**config.mk**
```make
export PLATFORM = sky130hd
export DESIGN_NAME = voq_rr_scheduler
export DESIGN_NICKNAME = d
export VERILOG_FILES = /design/src/rtl/voq_rr_scheduler_pkg.sv /design/src/rtl/voq_rr_scheduler_port.sv /design/src/rtl/voq_rr_scheduler.sv
export SDC_FILE = /design/constraint.sdc
export NUM_CORES = 1
export LEC_CHECK = 0
export CORE_UTILIZATION = 25
export DETAILED_ROUTE_END_ITERATION = 8
export GPL_TIMING_DRIVEN = 0
export PLACE_DENSITY = 0.43
export SLEW_MARGIN = 20
export SYNTH_ARGS = -nofsm -noshare
export SYNTH_HDL_FRONTEND = slang
export SYNTH_SLANG_ARGS = --single-unit
```
**constraint.sdc**
```tcl
create_clock -name clk -period 2 [get_ports clk]
set_input_delay 0.2 -clock clk [delete_from_list [all_inputs] [get_ports clk]]
set_output_delay 0.2 -clock clk [all_outputs]
set_load 0.02 [all_outputs]
```
**src/rtl/voq_rr_scheduler_pkg.sv**
```systemverilog
`default_nettype none
// ============================================================================
// Module      : voq_rr_scheduler_pkg
// Description : Shared definitions for the VOQ read scheduler: default port
//               count, engine state encoding, burst counter width and the
//               first-set-from-pointer search shared with the switch.
// Ports       : none (package)
// Revision    : 1.0 - initial release
// ============================================================================
package voq_rr_scheduler_pkg;

  localparam int DEFAULT_PORT_NUB_TOTAL = 4;

  localparam int                 STATE_W  = 1;
  localparam logic [STATE_W-1:0] ST_IDLE  = 1'b0;
  localparam logic [STATE_W-1:0] ST_SERVE = 1'b1;

  // BURST_MAX is at most 16, so the count 0..BURST_MAX-1 fits in 4 bits.
  localparam int BCNT_W = 4;

  // Upper bound on the request vector handled by the search function.
  localparam int RR_MAX_N = 64;

  // Returns the index of the first set bit of req[n-1:0] when scanning
  // ptr, ptr+1, ..., n-1, 0, ..., ptr-1. Returns 0 when nothing is set;
  // callers qualify the result with their own any-request term. Scanning
  // from the far end lets the nearest hit overwrite the result last, which
  // keeps the loop free of early exits.
  function automatic int rr_first_set(input logic [RR_MAX_N-1:0] req,
                                      input int                  n,
                                      input int                  ptr);
    logic [RR_MAX_N-1:0] rot;
    int                  idx;
    rr_first_set = 0;
    for (int k = RR_MAX_N - 1; k >= 0; k--) begin
      if (k < n) begin
        idx = ptr + k;
        if (idx >= n) idx = idx - n;
        rot = req >> idx;
        if (rot[0]) rr_first_set = idx;
      end
    end
  endfunction

endpackage
`default_nettype wire

```
**src/rtl/voq_rr_scheduler_port.sv**
```systemverilog
`default_nettype none
// ============================================================================
// Module      : rr_port_sched
// Description : One egress read engine. In IDLE it grants the first
//               non-empty source at or after ptr; in SERVE it reads that
//               source for up to BURST_MAX words, stalling on out_ready and
//               ending early when the source runs empty.
// Ports       : clk, rst_n      - clock, async active-low reset
//               sched_en        - allows new grants
//               empty[N-1:0]    - per-source empty flags for this output
//               out_ready       - egress can accept a word
//               rd_en           - read strobe to the VOQ
//               rd_sel[W-1:0]   - source being read (held in IDLE)
//               busy            - engine is in SERVE
// Revision    : 1.0 - initial release
// ============================================================================
module rr_port_sched
  import voq_rr_scheduler_pkg::*;
#(
  parameter int N         = 4,
  parameter int BURST_MAX = 4,
  parameter int W         = 2
) (
  input  logic         clk,
  input  logic         rst_n,
  input  logic         sched_en,
  input  logic [N-1:0] empty,
  input  logic         out_ready,
  output logic         rd_en,
  output logic [W-1:0] rd_sel,
  output logic         busy
);

  logic [STATE_W-1:0] state;
  logic [STATE_W-1:0] state_nxt;
  logic [W-1:0]       ptr;
  logic [W-1:0]       cur;
  logic [W-1:0]       pick;
  logic [BCNT_W-1:0]  bcnt;
  logic               cur_empty;
  logic               any_req;
  logic               grant;
  logic               last;
  logic               burst_end;

  assign any_req   = ~&empty;
  assign cur_empty = empty[cur];
  assign last      = (bcnt == BCNT_W'(BURST_MAX - 1));
  assign pick      = W'(rr_first_set(RR_MAX_N'(~empty), N, int'(ptr)));
  assign grant     = (state == ST_IDLE) && sched_en && any_req;

  // An empty source ends the burst with no read even when out_ready is low;
  // otherwise the last word of the burst ends it only once it is accepted.
  assign burst_end = (state == ST_SERVE) && (cur_empty || (out_ready && last));

  always_ff @(posedge clk or negedge rst_n) begin
    if (!rst_n) begin
      state <= ST_IDLE;
    end else begin
      state <= state_nxt;
    end
  end

  always_comb begin
    state_nxt = state;
    case (state)
      ST_IDLE:  if (grant)     state_nxt = ST_SERVE;
      ST_SERVE: if (burst_end) state_nxt = ST_IDLE;
      default:                 state_nxt = ST_IDLE;
    endcase
  end

  always_comb begin
    rd_en = 1'b0;
    busy  = 1'b0;
    if (state == ST_SERVE) begin
      busy  = 1'b1;
      rd_en = out_ready && !cur_empty;
    end
  end

  always_ff @(posedge clk or negedge rst_n) begin
    if (!rst_n) begin
      ptr  <= '0;
      cur  <= '0;
      bcnt <= '0;
    end else begin
      if (grant) begin
        cur  <= pick;
        bcnt <= '0;
      end else if (rd_en && !last) begin
        bcnt <= bcnt + 1'b1;
      end
      // Explicit wrap so non-power-of-2 port counts return to source 0.
      if (burst_end) begin
        ptr <= (cur == W'(N - 1)) ? '0 : cur + 1'b1;
      end
    end
  end

  assign rd_sel = cur;

endmodule
`default_nettype wire

```
**src/rtl/voq_rr_scheduler.sv**
```systemverilog
`default_nettype none
// ============================================================================
// Module      : voq_rr_scheduler
// Description : Per-output round-robin read scheduler for the shared-buffer
//               switch. One independent rr_port_sched engine per egress port.
// Ports       : clk, rst_n               - clock, async active-low reset
//               sched_en                 - global grant enable
//               empty[N*N-1:0]           - bit o*N+s: VOQ(o,s) empty
//               out_ready[N-1:0]         - egress o can accept a word
//               rd_en[N-1:0]             - read strobe per output
//               rd_sel[N*W-1:0]          - source index per output
//               busy[N-1:0]              - engine o serving a burst
// Revision    : 1.0 - initial release
// ============================================================================
module voq_rr_scheduler
  import voq_rr_scheduler_pkg::*;
#(
  parameter int PORT_NUB_TOTAL = DEFAULT_PORT_NUB_TOTAL,
  parameter int BURST_MAX      = 4,
  parameter int WIDTH_SEL      = (PORT_NUB_TOTAL > 1) ? $clog2(PORT_NUB_TOTAL) : 1
) (
  input  logic                                  clk,
  input  logic                                  rst_n,
  input  logic                                  sched_en,
  input  logic [PORT_NUB_TOTAL*PORT_NUB_TOTAL-1:0] empty,
  input  logic [PORT_NUB_TOTAL-1:0]             out_ready,
  output logic [PORT_NUB_TOTAL-1:0]             rd_en,
  output logic [PORT_NUB_TOTAL*WIDTH_SEL-1:0]   rd_sel,
  output logic [PORT_NUB_TOTAL-1:0]             busy
);

  for (genvar o = 0; o < PORT_NUB_TOTAL; o++) begin : g_port
    rr_port_sched #(
      .N         (PORT_NUB_TOTAL),
      .BURST_MAX (BURST_MAX),
      .W         (WIDTH_SEL)
    ) u_eng (
      .clk       (clk),
      .rst_n     (rst_n),
      .sched_en  (sched_en),
      .empty     (empty[o*PORT_NUB_TOTAL +: PORT_NUB_TOTAL]),
      .out_ready (out_ready[o]),
      .rd_en     (rd_en[o]),
      .rd_sel    (rd_sel[o*WIDTH_SEL +: WIDTH_SEL]),
      .busy      (busy[o])
    );
  end

endmodule
`default_nettype wire

```
==> parameters.txt, run 1 <==
Parameter                              Value

Pwr
  Worst IR drop on VDD    0.430 mV
  Power per unit of standard cell area    1460 mW/mm^2
  Total leakage power    1.81 nW

Place
  Detailed placer's ending HPWL    5120 um
  Final RePlAce weighted congestion    0.761
  Number of buffer cells added on primary ports    38
  Pre-CTS WS    -0.452 ns
  Dpl cell area    0.00356 mm^2
  Cells after DPL    493

Synthesis
  Top_reg_cell synth    sky130_fd_sc_hd__dfrtp_1
  Avg Cell Area, Syn    9.58 um^2
  Most used standard cell by instance count after synthesis    sky130_fd_sc_hd__dfrtp_1
  Total of flip-flops plus latches after synthesis    36
  Cell types occupying the most area after synthesis    sky130_fd_sc_hd__dfrtp_1, sky130_fd_sc_hd__ha_1, sky130_fd_sc_hd__mux2i_1
  Synth warnings    0
  Netlist area before placement    0.00298 mm^2
  Sequential area share after synthesis    0.303
  Share of flip-flops with an asynchronous set or reset after synthesis    1.00
  Top cell type's share of synthesized area    0.303
  Syn_nets    362
  Post-synthesis cell type with the largest combined area    sky130_fd_sc_hd__dfrtp_1
  Number of enable flip-flop cells after synthesis    0
  Synthesized instance count    311
  Most common library cells after synthesis    sky130_fd_sc_hd__dfrtp_1, sky130_fd_sc_hd__ha_1, sky130_fd_sc_hd__nor2_1
  Synth unique cells    50

Global routing
  Number of antenna violations at the first check in global routing    0
  First-pass GRT wire length    11900 um
  GRT Residual Overflow    0
  Overall global routing resource usage    0.118
  Pin count of the biggest net entering global routing    28
  Vias in the first global route    2425

Route
  Total via count in the routed design    2520
  Routed len/inst    13.3 um
  Remaining design rule violation count    12
  Iter 0 DRT Violations    123
  Total wire length    6930 um
  Post-detailed-route via-to-cell ratio    4.84
  Residual antenna-violating net count after detailed routing    0
  DR pass1 iterations    6

Floorplan
  Site row count    39
  Area of the die    0.0124 mm^2
  CORE AREA    0.0115 mm^2
  Starting density of the core    0.259
  Die boundary height    111 um
  Die span in x    111 um
  I/O pin count    39

Critical path
  Crit path arrival time    2.08 ns
  Worst Setup Path Type    reg2reg
  Type of element launching the critical path    register
  Kind of capture point of the worst setup path    register
  Crit path max fanout    4
  Critical R2R Launch    g_port[0].u_eng.ptr[0]$_DFFE_PN0P_
  Req. time, crit path    2.16 ns
  Setup slack of the most critical reg-to-reg path    0.09 ns
  Depth of the worst register-to-register path    7
  Capturing point of the worst reg2reg path    g_port[0].u_eng.rd_sel[1]$_DFFE_PN0P_

STA
  Final critical path time including I/O delays and setup    1.91 ns
  Peak clock frequency supported by timing    0.522 GHz
  Final setup viols    0
  Ratio of final minimum period to clock period    0.957
  Setup_tns    0 ns
  Layout Skew    0.00171 ns
  Relative slew margins    0.676
  Worst Setup Slack, final    0.0851 ns
  Minimum hold slack    0.332 ns
  Final number of max-transition violations    0
  Unrepaired setup endpoints after global routing    no
  Count of endpoints failing hold in the final timing report    0
  Slew at the pin with the worst max-slew slack    0.480 ns

Layout
  Final instance area    0.00400 mm^2
  Number of non-filler instances in the completed layout    521
  Total inserted antenna cells    0
  Layout overhead on the synthesized area    34.2%
  Fin nets    428
  Fraction of final layout cells with drive strength greater than 1    0.243

CTS
  Clock latency at the later pin of the worst-skew pair    0.28 ns
  Root buf cell    sky130_fd_sc_hd__clkbuf_16
  Post-CTS clock slew at the launch and capture registers of the worst setup and hold paths    0.05 ns
  CTS Buf Count    5
  Sink count of the clock tree    36
  Maximum buffer depth of the clock tree    2
  H-tree depth    2
  TritonCTS clock tree    built

Min path
  Worst min path class    in2async

Outcome
  Violations in the final reports    DRC
  Result of the run    complete, but fails checks

Run
  Max-cap violations    0
==> critical path, stage by stage (launching register included) <==
cell,delay (ns)
sky130_fd_sc_hd__dfrtp_2,0.43
sky130_fd_sc_hd__buf_4,0.16
sky130_fd_sc_hd__ha_1,0.18
sky130_fd_sc_hd__nor2b_1,0.26
sky130_fd_sc_hd__nor2b_1,0.09
sky130_fd_sc_hd__a21oi_1,0.28
sky130_fd_sc_hd__o211ai_1,0.16
sky130_fd_sc_hd__a31o_2,0.25
==> per-layer routing <==
layer | vias up | part of all wire | GRT usage
li1 | 1258 | - | -
met1 | 1211 | 0.51 | 0.165
met2 | 43 | 0.44 | 0.182
met3 | 8 | 0.037 | 0.0252
met4 | 0 | 0.0097 | 0.0297
met5 | - | 0 | 0
==> sequential cells by signal, indices dropped and copies added, names as in the netlist <==
signal	count
g_port.u_eng.bcnt	16
g_port.u_eng.state	4
g_port.u_eng.ptr	8
g_port.u_eng.rd_sel	8
==> metrics by stage <==
| stage | power [mW] | utilization |
|---|---|---|
| 2_1_floorplan | 3.58 | - |
| 3_3_place_gp | 4.44 | 0.308 |
| 3_5_place_dp | 4.44 | 0.309 |
| 4_1_cts | 5.58 | 0.335 |
| 5_1_grt | 6.34 | 0.347 |
| 6_report | 5.83 | 0.347 |
==> cells in the final DEF (no fill, tap or decap), types with 3 or more instances in the layout <==
master	n
sky130_fd_sc_hd__dfrtp_1	32
sky130_fd_sc_hd__buf_4	31
sky130_fd_sc_hd__nor2_1	27
sky130_fd_sc_hd__ha_1	25
sky130_fd_sc_hd__nand2_1	22
sky130_fd_sc_hd__mux2i_1	22
sky130_fd_sc_hd__clkdlybuf4s50_1	20
sky130_fd_sc_hd__o21ai_0	12
sky130_fd_sc_hd__nor2b_1	12
sky130_fd_sc_hd__inv_1	11
sky130_fd_sc_hd__nand4_1	10
sky130_fd_sc_hd__mux2_2	10
sky130_fd_sc_hd__dlygate4sd2_1	10
sky130_fd_sc_hd__a21oi_1	8
sky130_fd_sc_hd__nand2b_1	7
sky130_fd_sc_hd__mux4_2	6
sky130_fd_sc_hd__and3_1	5
sky130_fd_sc_hd__xor2_1	5
sky130_fd_sc_hd__a211oi_1	5
sky130_fd_sc_hd__o31ai_1	5
sky130_fd_sc_hd__clkbuf_16	5
sky130_fd_sc_hd__nand3b_1	4
sky130_fd_sc_hd__a21oi_2	4
sky130_fd_sc_hd__xnor2_1	4
sky130_fd_sc_hd__nand3_1	4
sky130_fd_sc_hd__dfrtp_2	4
sky130_fd_sc_hd__buf_6	3
sky130_fd_sc_hd__and3b_2	3
sky130_fd_sc_hd__and3b_1	3
sky130_fd_sc_hd__clkbuf_1	3
sky130_fd_sc_hd__a22oi_1	3
sky130_fd_sc_hd__o211ai_1	3
sky130_fd_sc_hd__a21boi_4	3
sky130_fd_sc_hd__ha_4	3
sky130_fd_sc_hd__dlymetal6s2s_1	3
sky130_fd_sc_hd__buf_2	3
==> where the power goes <==
part / internal (mW) / switching (mW) / total (mW)
Clock: 0.497 / 0.291 / 0.788
Combinational: 1.93 / 1.82 / 3.75
Sequential: 1.01 / 0.281 / 1.29
==> how the worst max path moves through the flow <==
stage	depth (start not counted)	to	slack, ns	startpoint
3_3_place_gp	5	rd_en[1]	-0.47	empty[5]
6_report	7	g_port[0].u_eng.rd_sel[1]$_DFFE_PN0P_	0.09	g_port[0].u_eng.ptr[0]$_DFFE_PN0P_
5_1_grt	7	g_port[0].u_eng.rd_sel[1]$_DFFE_PN0P_	0.003	g_port[0].u_eng.ptr[0]$_DFFE_PN0P_
4_1_cts	4	rd_en[3]	0.002	g_port[3].u_eng.rd_sel[1]$_DFFE_PN0P_
2_1_floorplan	8	g_port[3].u_eng.rd_sel[0]$_DFFE_PN0P_	0.01	g_port[3].u_eng.ptr[1]$_DFFE_PN0P_
3_5_place_dp	5	rd_en[1]	-0.45	empty[5]
==> timing repair <==
| item | 4_1_cts | 5_1_grt |
|---|---|---|
| endpoints found under the hold margin | 9 | 0 |
| pin swaps | 0 | 2 |
| hold buffers | 1 | 0 |
| buffers inserted | 9 | 10 |
| setup endpoints to repair | 11 | 10 |
| resized for setup | 47 | 23 |
==> cells by family (layout without fill, tap and decap cells) <==
| family | Yosys count | after routing | synth area share |
|---|---|---|---|
| compound gates | 63 | 63 | 0.158 |
| xor+xnor | 9 | 9 | 0.0265 |
| fa+ha+maj | 28 | 28 | 0.118 |
| buf+inv | 30 | 97 | 0.0496 |
| flops | 36 | 36 | 0.303 |
| mux | 38 | 38 | 0.157 |
| simple gates | 107 | 107 | 0.189 |
==> final cells by class <==
type	count	area [um^2]
Sequential cell	36	906
Fill cell	1201	7520
Timing Repair Buffer	59	532
Buffer	17	154
Clock buffer	8	146
Tap cell	143	179
Inverter	13	56.3
Multi-Input combinational cell	245	2020
Note: power is estimated with default switching activity, not from simulation.
==> run 2: changes to the inputs <==
Settings changed: CAP_MARGIN from default to 20.
==> results of run 2 <==
Same layout as run 1: the final DEF is identical, and so are final timing and power.
